File: config.mk
export PLATFORM = sky130hd
export DESIGN_NAME = vlsu_axi_order_ctrl
export DESIGN_NICKNAME = d
export VERILOG_FILES = /design/src/rtl/vlsu_axi_order_ctrl.sv
export SDC_FILE = /design/constraint.sdc
export NUM_CORES = 1
export LEC_CHECK = 0
export BUFFER_PORTS_ARGS = -buffer_cell sky130_fd_sc_hd__buf_2
export CAP_MARGIN = 20
export CORE_ASPECT_RATIO = 1.2
export CORE_MARGIN = 8
export CORE_UTILIZATION = 50
export CTS_CLUSTER_DIAMETER = 80
export DETAILED_ROUTE_END_ITERATION = 16
export PLACE_DENSITY = 0.83
export SLEW_MARGIN = 15
export SYNTH_ARGS = -nofsm -noshare
export SYNTH_HDL_FRONTEND = slang
export SYNTH_SLANG_ARGS = --single-unit
File: constraint.sdc
create_clock -name clk_i -period 3.1 [get_ports clk_i]
set_input_delay 0.155 -clock clk_i [delete_from_list [all_inputs] [get_ports clk_i]]
set_output_delay 0.155 -clock clk_i [all_outputs]
set_load 0.01 [all_outputs]
File: src/rtl/vlsu_axi_order_ctrl.sv
// Read/write ordering controller for the vector LSU AXI port: keeps AR and AW
// traffic mutually exclusive and hands the bus over after a fairness budget.
module vlsu_axi_order_ctrl #(
  parameter int unsigned MaxOutstanding = 8,
  parameter int unsigned SwitchBudget   = 4,
  localparam int unsigned CntW = $clog2(MaxOutstanding + 1)
) (
  input  logic            clk_i,
  input  logic            rst_i,
  input  logic            ar_valid_i,
  output logic            ar_ready_o,
  output logic            ar_valid_o,
  input  logic            ar_ready_i,
  input  logic            aw_valid_i,
  output logic            aw_ready_o,
  output logic            aw_valid_o,
  input  logic            aw_ready_i,
  input  logic            r_valid_i,
  input  logic            r_ready_i,
  input  logic            r_last_i,
  input  logic            b_valid_i,
  input  logic            b_ready_i,
  output logic [CntW-1:0] rd_cnt_o,
  output logic [CntW-1:0] wr_cnt_o,
  output logic [2:0]      mode_o,
  output logic            err_o
);

  localparam int unsigned BW = $clog2(SwitchBudget + 1);
  localparam logic [CntW-1:0] MaxCnt  = CntW'(MaxOutstanding);
  localparam logic [BW:0]     BudgetW = (BW + 1)'(SwitchBudget);

  typedef enum logic [2:0] {
    S_IDLE    = 3'd0,
    S_READ    = 3'd1,
    S_DRAIN_R = 3'd2,
    S_WRITE   = 3'd3,
    S_DRAIN_W = 3'd4
  } mode_e;

  mode_e           state, state_d;
  logic [CntW-1:0] rd_cnt, rd_cnt_d, wr_cnt, wr_cnt_d;
  logic [BW-1:0]   bcnt, bcnt_d;
  logic [BW:0]     bcnt_eff;
  logic            last_read, last_read_d;
  logic            err, err_d;
  logic            ar_gate, aw_gate;
  logic            ar_issue, aw_issue, r_done, b_done;
  logic            rd_uflow, wr_uflow, spend;

  // Valid/ready: a transfer happens on a rising edge where valid and ready are
  // both high. Each gate masks valid and ready of one channel together, so
  // when open the AXI cut sees the addrgen handshake unchanged, same cycle.
  assign ar_gate    = !rst_i && (state == S_READ)  && (rd_cnt < MaxCnt);
  assign aw_gate    = !rst_i && (state == S_WRITE) && (wr_cnt < MaxCnt);
  assign ar_valid_o = ar_valid_i && ar_gate;
  assign ar_ready_o = ar_ready_i && ar_gate;
  assign aw_valid_o = aw_valid_i && aw_gate;
  assign aw_ready_o = aw_ready_i && aw_gate;

  assign ar_issue = ar_valid_o && ar_ready_i;
  assign aw_issue = aw_valid_o && aw_ready_i;
  assign r_done   = r_valid_i && r_ready_i && r_last_i;
  assign b_done   = b_valid_i && b_ready_i;

  always_comb begin
    rd_cnt_d = rd_cnt;
    rd_uflow = 1'b0;
    if (ar_issue && !r_done) begin
      rd_cnt_d = rd_cnt + CntW'(1);
    end else if (r_done && !ar_issue) begin
      if (rd_cnt == '0) rd_uflow = 1'b1;
      else              rd_cnt_d = rd_cnt - CntW'(1);
    end
    wr_cnt_d = wr_cnt;
    wr_uflow = 1'b0;
    if (aw_issue && !b_done) begin
      wr_cnt_d = wr_cnt + CntW'(1);
    end else if (b_done && !aw_issue) begin
      if (wr_cnt == '0) wr_uflow = 1'b1;
      else              wr_cnt_d = wr_cnt - CntW'(1);
    end
  end

  // The budget compare includes the issue happening this cycle, so the mode
  // yields right after the budget-th burst granted while the other side waits.
  always_comb begin
    state_d     = state;
    last_read_d = last_read;
    spend       = 1'b0;
    unique case (state)
      S_READ:  spend = ar_issue && aw_valid_i;
      S_WRITE: spend = aw_issue && ar_valid_i;
      default: spend = 1'b0;
    endcase
    bcnt_eff = {1'b0, bcnt} + {{BW{1'b0}}, spend};

    unique case (state)
      S_IDLE: begin
        if (ar_valid_i && aw_valid_i) state_d = last_read ? S_WRITE : S_READ;
        else if (ar_valid_i)          state_d = S_READ;
        else if (aw_valid_i)          state_d = S_WRITE;
      end
      S_READ: begin
        last_read_d = 1'b1;
        if (!(ar_valid_o && !ar_ready_i) &&
            ((aw_valid_i && (bcnt_eff >= BudgetW || !ar_valid_i)) ||
             (!ar_valid_i && !aw_valid_i && rd_cnt == '0)))
          state_d = S_DRAIN_R;
      end
      S_DRAIN_R: begin
        if (rd_cnt_d == '0) state_d = aw_valid_i ? S_WRITE : S_IDLE;
      end
      S_WRITE: begin
        last_read_d = 1'b0;
        if (!(aw_valid_o && !aw_ready_i) &&
            ((ar_valid_i && (bcnt_eff >= BudgetW || !aw_valid_i)) ||
             (!aw_valid_i && !ar_valid_i && wr_cnt == '0)))
          state_d = S_DRAIN_W;
      end
      S_DRAIN_W: begin
        if (wr_cnt_d == '0) state_d = ar_valid_i ? S_READ : S_IDLE;
      end
      default: state_d = S_IDLE;
    endcase

    if (state_d != state)        bcnt_d = '0;
    else if (bcnt_eff >= BudgetW) bcnt_d = BudgetW[BW-1:0];
    else                          bcnt_d = bcnt_eff[BW-1:0];

    err_d = err || rd_uflow || wr_uflow ||
            (state == S_DRAIN_R && wr_cnt != '0) ||
            (state == S_DRAIN_W && rd_cnt != '0);
  end

  always_ff @(posedge clk_i) begin
    if (rst_i) begin
      state     <= S_IDLE;
      rd_cnt    <= '0;
      wr_cnt    <= '0;
      bcnt      <= '0;
      err       <= 1'b0;
      last_read <= 1'b0;
    end else begin
      state     <= state_d;
      rd_cnt    <= rd_cnt_d;
      wr_cnt    <= wr_cnt_d;
      bcnt      <= bcnt_d;
      err       <= err_d;
      last_read <= last_read_d;
    end
  end

  assign rd_cnt_o = rd_cnt;
  assign wr_cnt_o = wr_cnt;
  assign mode_o   = state;
  assign err_o    = err;

endmodule

==> flow_summary.json, run 1 <==
{
  "core_mm2": 0.00273,
  "critPathCaptureType": "flip-flop",
  "share_of_cells_above_drive_strength_1_pct": 30.6,
  "crit-reg2reg-capture": "bcnt[0]$_SDFF_PP0_",
  "drtIter0Drc": 83,
  "clock_insertion_delay_worst_skew_ps": 300,
  "numCtsBuffers": 3,
  "clk_pin_slew_worst_paths_ps": 110,
  "vdd_ir_drop_max_mv": 0.443,
  "yosys-top-cells-area": "sky130_fd_sc_hd__dfxtp_1 23%, sky130_fd_sc_hd__ha_1 5.3%, sky130_fd_sc_hd__a211oi_1 4.8%",
  "postLayoutCoreUtil_pct": 61.2,
  "antenna_violating_nets_post_route": 0,
  "finalCritPeriodShare_pct": 92.3,
  "route.vias.total": 1501,
  "synth_top_area_share_pct": 22.8,
  "syn_area_mm2": 0.00141,
  "die-area_mm2": 0.00477,
  "worst_path_max_delay_cell": "sky130_fd_sc_hd__or4b_4",
  "cts_htree_levels": 1,
  "power.density_mw_per_mm2": 600,
  "family_with_the_most_delay_on_the_worst_path": "simple AND/OR/NAND/NOR gates",
  "cp_cell_sequence": "or4b_4 > nor2_4 > nand2_1 > o21ai_1 > ha_1 > ha_1 > or2_2 > o21ai_4 > a211oi_2 > o211ai_1 > o211ai_2 > nand4b_1 > a211oi_1",
  "gpl.final_weighted_congestion": 0.937,
  "holdBufCountCts": 0,
  "syn_area_per_cell_um2": 8.17,
  "global_route.usage.met2_pct": 28.0,
  "fin_crit_ps": 2860,
  "row_count": 21,
  "gr_overflow_total": 0,
  "timing.reg2reg.setup_slack_ps": 240,
  "wl_mm": 3.80,
  "worstPathMaxFanout": 4,
  "fin_skew_ps": 11.9,
  "dp.final_hpwl_mm": 2.97,
  "synthDistinctLibCells": 58,
  "hold-path-endpoint": "mode_o[0]$_SDFF_PP0_",
  "numPortBuffers": 26,
  "multiInputGateArea_mm2": 0.00102,
  "crit_path_frequent_cell": "sky130_fd_sc_hd__ha_1",
  "layout.area.seq_um2": 320,
  "area_delta_synth_final_pct": 19.1,
  "route.detailed.vias_per_inst": 6.25,
  "r2r_cells": 13,
  "grt_pass1_wl_mm": 6.53,
  "min_path_cells": 2,
  "min_from": "rst_i",
  "wp_buf_inv": 0,
  "status": "finished clean",
  "cts_max_path_buffers": 2,
  "number_of_placed_i_o_pins": 27,
  "relSlewSlack_pct": 69.6,
  "die_x_um": 64.4,
  "timing.setup.critical_path_class": "reg2reg",
  "synth-edff-count": 0,
  "synth-seq-area-share_pct": 22.8,
  "worstReg2RegStart": "mode_o[2]$_SDFF_PP0_",
  "post-layout-total-power_mw": 1.00,
  "ys.flop_type": "sky130_fd_sc_hd__dfxtp_1",
  "syn-instance-count": 172,
  "initial_core_util_pct": 51.4,
  "clock_sink_count": 16,
  "rsz0062_at_grt": "no",
  "avgRoutedWirePerCell_um": 15.8,
  "finish.net_count": 224,
  "groute.layer.met3.usage_pct": 4.07,
  "synth.largest_area_cell": "sky130_fd_sc_hd__dfxtp_1",
  "cts-root-buf": "sky130_fd_sc_hd__clkbuf_4",
  "finalSetupViolations": 0,
  "busiest_layer_in_global_routing": "met2",
  "fin_tns_setup_ps": 0,
  "detail_route.drc_violations": 0,
  "postSynthRegisterBits": 16,
  "worst_pin_slew_ps": 456,
  "max_slew_violation_count": 0,
  "antennaDiodeCount": 0,
  "critPathArrivalTime_ps": 3070,
  "grt_max_degree": 17,
  "antenna_found_initial": 0,
  "worst_hold_path_type": "in2reg",
  "worst_path_largest_cell_delay_ps": 560,
  "tritoncts": "yes",
  "power.leakage_nw": 0.698,
  "worst-endpoint-required_ps": 3310,
  "synthesis.nets": 189,
  "grt_use_met1_pct": 19.4,
  "groute.usage.overall_pct": 16.6,
  "max_cap_viol": 0,
  "grt_pass1_vias": 1464,
  "synthArstFlopShare_pct": 0,
  "fillers": 243,
  "synth-warning-count": 0,
  "start_kind": "flip-flop",
  "final-hold-violation-count": 0,
  "drt_pass1_iterations": 4,
  "max_freq_mhz": 349,
  "die_height_um": 74.1
}
==> worst register-to-register path: cells and delay by family, from the launching register on <==
family,cells,cell delay [ps]
simple gates,5,1080
fa+ha+maj,2,350
compound gates,6,1040
flops,1,320
==> layout make-up <==
| type | instances | area share (%) |
|---|---|---|
| tap | 34 | 2.54 |
| sequential | 16 | 19.1 |
| timing repair buffer | 37 | 12.7 |
| inverter | 10 | 2.24 |
| multi-input combinational | 139 | 61.2 |
| clock buffer | 4 | 2.17 |
==> repair_timing <==
action,CTS,global route
setup buffers,0,1
endpoints found under the setup margin,0,4
resized for setup,0,4
==> cell usage in the layout (no fill, tap or decap), types with 4 or more instances in the layout <==
master / Yosys / final
sky130_fd_sc_hd__dfxtp_1: 16 / 16
sky130_fd_sc_hd__ha_1: 6 / 6
sky130_fd_sc_hd__buf_2: 2 / 26
sky130_fd_sc_hd__o21ai_1: 3 / 4
sky130_fd_sc_hd__inv_1: 10 / 10
sky130_fd_sc_hd__a31oi_1: 6 / 5
sky130_fd_sc_hd__a21oi_1: 8 / 8
sky130_fd_sc_hd__buf_4: 1 / 11
sky130_fd_sc_hd__nor3_1: 7 / 7
sky130_fd_sc_hd__and3_1: 5 / 5
sky130_fd_sc_hd__o21ai_0: 5 / 4
sky130_fd_sc_hd__nor2_1: 15 / 15
sky130_fd_sc_hd__nand3_1: 10 / 10
sky130_fd_sc_hd__nand2_1: 10 / 10
sky130_fd_sc_hd__a211oi_1: 9 / 8
==> registers in the layout, indices dropped and copies added, names as in the netlist <==
name and flops:
last_read 1, rd_cnt_o 4, bcnt 3, err_o 1
mode_o 3, wr_cnt_o 4
==> synth_stat cells, types with 5 or more instances <==
cell                        n
sky130_fd_sc_hd__and3_1     5
sky130_fd_sc_hd__nand2_1   10
sky130_fd_sc_hd__nor2_1    15
sky130_fd_sc_hd__a31oi_1    6
sky130_fd_sc_hd__inv_1     10
sky130_fd_sc_hd__nor3_1     7
sky130_fd_sc_hd__nand3_1   10
sky130_fd_sc_hd__dfxtp_1   16
sky130_fd_sc_hd__o21ai_0    5
sky130_fd_sc_hd__a211oi_1   9
sky130_fd_sc_hd__a21oi_1    8
sky130_fd_sc_hd__ha_1       6
==> power breakdown <==
group / switching, mW / total [mW] / internal (mW)
registers: 0.0450 / 0.286 / 0.241
logic: 0.333 / 0.574 / 0.241
clock network: 0.0723 / 0.144 / 0.0717
total: 0.450 / 1.00 / 0.553
==> per-layer routing <==
metal | part of all wire [%] | vias up
met2 | 46 | 59
met5 | 0 | -
met1 | 44 | 695
li1 | - | 734
met4 | 2.9 | 0
met3 | 7.5 | 13
==> cells by family after synthesis <==
group,after synthesis,synth area share (%)
adder cells (fa/ha/maj),6,5.34
AO/OA/AOI/OAI,55,32.6
XOR/XNOR,1,0.623
buffers and inverters,17,5.52
flip-flops,16,22.8
AND/OR/NAND/NOR,77,33.1
==> worst max path at each step <==
stage	from	to	slack [ps]	depth (start not counted)
floorplan	mode_o[2]$_SDFF_PP0_	bcnt[0]$_SDFF_PP0_	110	14
global placement	mode_o[2]$_SDFF_PP0_	bcnt[0]$_SDFF_PP0_	240	13
detailed placement	rst_i	bcnt[1]$_SDFF_PP0_	130	14
CTS	mode_o[2]$_SDFF_PP0_	bcnt[1]$_SDFF_PP0_	30	13
global route	mode_o[2]$_SDFF_PP0_	bcnt[2]$_SDFF_PP0_	5	13
finish	mode_o[2]$_SDFF_PP0_	bcnt[0]$_SDFF_PP0_	240	13
==> stage by stage <==
stage / hold WS [ps] / cell area, um^2 / cells / worst slack (ps)
floorplan: 463 / 1410 / 172 / 113
global placement: 456 / 1610 / 235 / 237
detailed placement: 470 / 1610 / 235 / 131
CTS: 145 / 1650 / 239 / 28.5
global route: 143 / 1670 / 240 / 4.74
finish: 149 / 1670 / 240 / 238
No activity file was read; power rests on OpenSTA's default activity.
==> inputs of run 2 (changes only) <==
CORE_UTILIZATION = 52   (was 50)
CTS_BUF_LIST = sky130_fd_sc_hd__clkbuf_4 sky130_fd_sc_hd__clkbuf_8   (was default)
PLACE_DENSITY = 0.86   (was 0.83)
==> flow_summary.json, run 2 (synthesis results as in run 1) <==
{
  "drt_pass1_iterations": 4,
  "fin_tns_setup_ps": 0,
  "numCtsBuffers": 3,
  "finalCritPeriodShare_pct": 94.4,
  "initial_core_util_pct": 55.0,
  "cp_cell_sequence": "or4b_4 > nor2_4 > nand2_1 > o21ai_0 > ha_1 > ha_1 > nand2_1 > o21ai_4 > a211oi_4 > a31o_2 > a31oi_2 > o211ai_1 > a211oi_1",
  "cts_max_path_buffers": 2,
  "finish.net_count": 221,
  "wl_mm": 4.16,
  "finish.cell_count_without_fillers": 236,
  "highest_count_cells_in_the_layout_ignoring_fill_and_taps": "26 x sky130_fd_sc_hd__buf_2, 15 x sky130_fd_sc_hd__nor2_1, 15 x sky130_fd_sc_hd__dfxtp_1",
  "worst_path_largest_cell_delay_ps": 580,
  "switching_share_pct": 45.7,
  "clk_pin_slew_worst_paths_ps": 110,
  "max_freq_mhz": 342,
  "area_delta_synth_final_pct": 18.0,
  "start_kind": "flip-flop",
  "rsz0062_at_grt": "no",
  "mostFrequentLayoutCell": "sky130_fd_sc_hd__buf_2",
  "clock_sink_count": 16,
  "grt_pass1_vias": 1477,
  "cts_htree_levels": 1,
  "avgRoutedWirePerCell_um": 17.6,
  "critPathCaptureType": "flip-flop",
  "grt_max_degree": 17,
  "status": "finished clean",
  "power.density_mw_per_mm2": 612,
  "place_inst": 232,
  "die_height_um": 72.9,
  "max_slew_violation_count": 0,
  "cts-root-buf": "sky130_fd_sc_hd__clkbuf_4",
  "die-area_mm2": 0.00463,
  "vdd_ir_drop_max_mv": 0.555,
  "row_count": 20,
  "gpl.final_weighted_congestion": 0.916,
  "tritoncts": "yes",
  "comb_power_share_pct": 56.8,
  "fin_crit_ps": 2930,
  "core_mm2": 0.00255,
  "critPathArrivalTime_ps": 3150,
  "number_of_placed_i_o_pins": 27,
  "post_cts.resized_instances": 0,
  "max_cap_viol": 0,
  "antennaDiodeCount": 0,
  "r2r_cells": 13,
  "cell_internal_pwr_mw": 0.551,
  "worst_path_max_delay_cell": "sky130_fd_sc_hd__or4b_4",
  "power.share.clock_pct": 14.8,
  "worst-endpoint-required_ps": 3330,
  "cts_post_setup_buffers_inserted": 0,
  "route.vias.total": 1552,
  "numPortBuffers": 26,
  "postLayoutCoreUtil_pct": 65.0,
  "netSwitchingPower_mw": 0.463,
  "power.sequential.fraction_pct": 28.3,
  "worst_hold_path_type": "in2reg",
  "timing.setup.critical_path_class": "reg2reg",
  "groute.usage.overall_pct": 18.0,
  "antenna_found_initial": 0,
  "fin_skew_ps": 12.6,
  "worstPathMaxFanout": 5,
  "antenna_violating_nets_post_route": 0,
  "drtIter0Drc": 126,
  "share_of_cells_above_drive_strength_1_pct": 30.0,
  "clock_insertion_delay_worst_skew_ps": 310,
  "power.leakage_nw": 0.686,
  "final-hold-violation-count": 0,
  "worst_pin_slew_ps": 501,
  "route.detailed.vias_per_inst": 6.58,
  "die_x_um": 63.5,
  "detail_route.drc_violations": 0,
  "min_path_cells": 3,
  "dp.final_hpwl_mm": 3.25,
  "gr_overflow_total": 0,
  "relSlewSlack_pct": 66.5,
  "holdBufCountCts": 0,
  "grt_pass1_wl_mm": 6.77,
  "finalSetupViolations": 0
}
==> run 2: final timing paths <==
check / from / end / slack [ps]
setup / recovery: rd_cnt_o[3]$_SDFF_PP0_ / bcnt[2]$_SDFF_PP0_ / 170
hold / removal: rst_i / rd_cnt_o[2]$_SDFF_PP0_ / 250
setup reg to reg: rd_cnt_o[3]$_SDFF_PP0_ / bcnt[2]$_SDFF_PP0_ / 170
hold reg to reg: last_read$_SDFFE_PP0N_ / last_read$_SDFFE_PP0N_ / 530
==> run 2: power groups by stage <==
stage          clock network (mW)  logic, mW  registers [mW]
4_1_cts                     0.154      0.561           0.285
3_3_place_gp                    0      0.537           0.286
2_1_floorplan                   0      0.377           0.297
6_report                    0.150      0.576           0.287
3_5_place_dp                    0      0.557           0.290
5_1_grt                     0.167      0.626           0.292
==> run 2: cell type report <==
type,instances,area (um^2)
Sequential cell,16,322
Tap cell,33,41.3
Clock buffer,4,36.3
Fill cell,235,895
Multi-Input combinational cell,139,1030
Inverter,10,37.5
Timing Repair Buffer,34,190
==> run 2: critical path, delay by kind of cell, from the launching register on <==
family	cells	cell delay [ps]
flops	1	370
fa+ha+maj	2	350
compound gates	7	1200
simple gates	4	910
==> run 2: metal layers <==
| layer | GRT usage [%] | wire length (um) |
|---|---|---|
| met5 | 0 | 0 |
| met4 | 9.43 | 163 |
| met3 | 3.69 | 287 |
| met1 | 18.8 | 1570 |
| met2 | 33.0 | 2140 |
==> run 2: stage by stage <==
stage          power, mW  setup WS, ps  area [um^2]  hold slack (ps)
3_3_place_gp       0.824           251         1600              491
6_report            1.01           174         1660              252
2_1_floorplan      0.674           113         1410              463
5_1_grt             1.08          20.5         1660              251
3_5_place_dp       0.846          80.1         1600              496
4_1_cts             1.00          26.1         1630              241
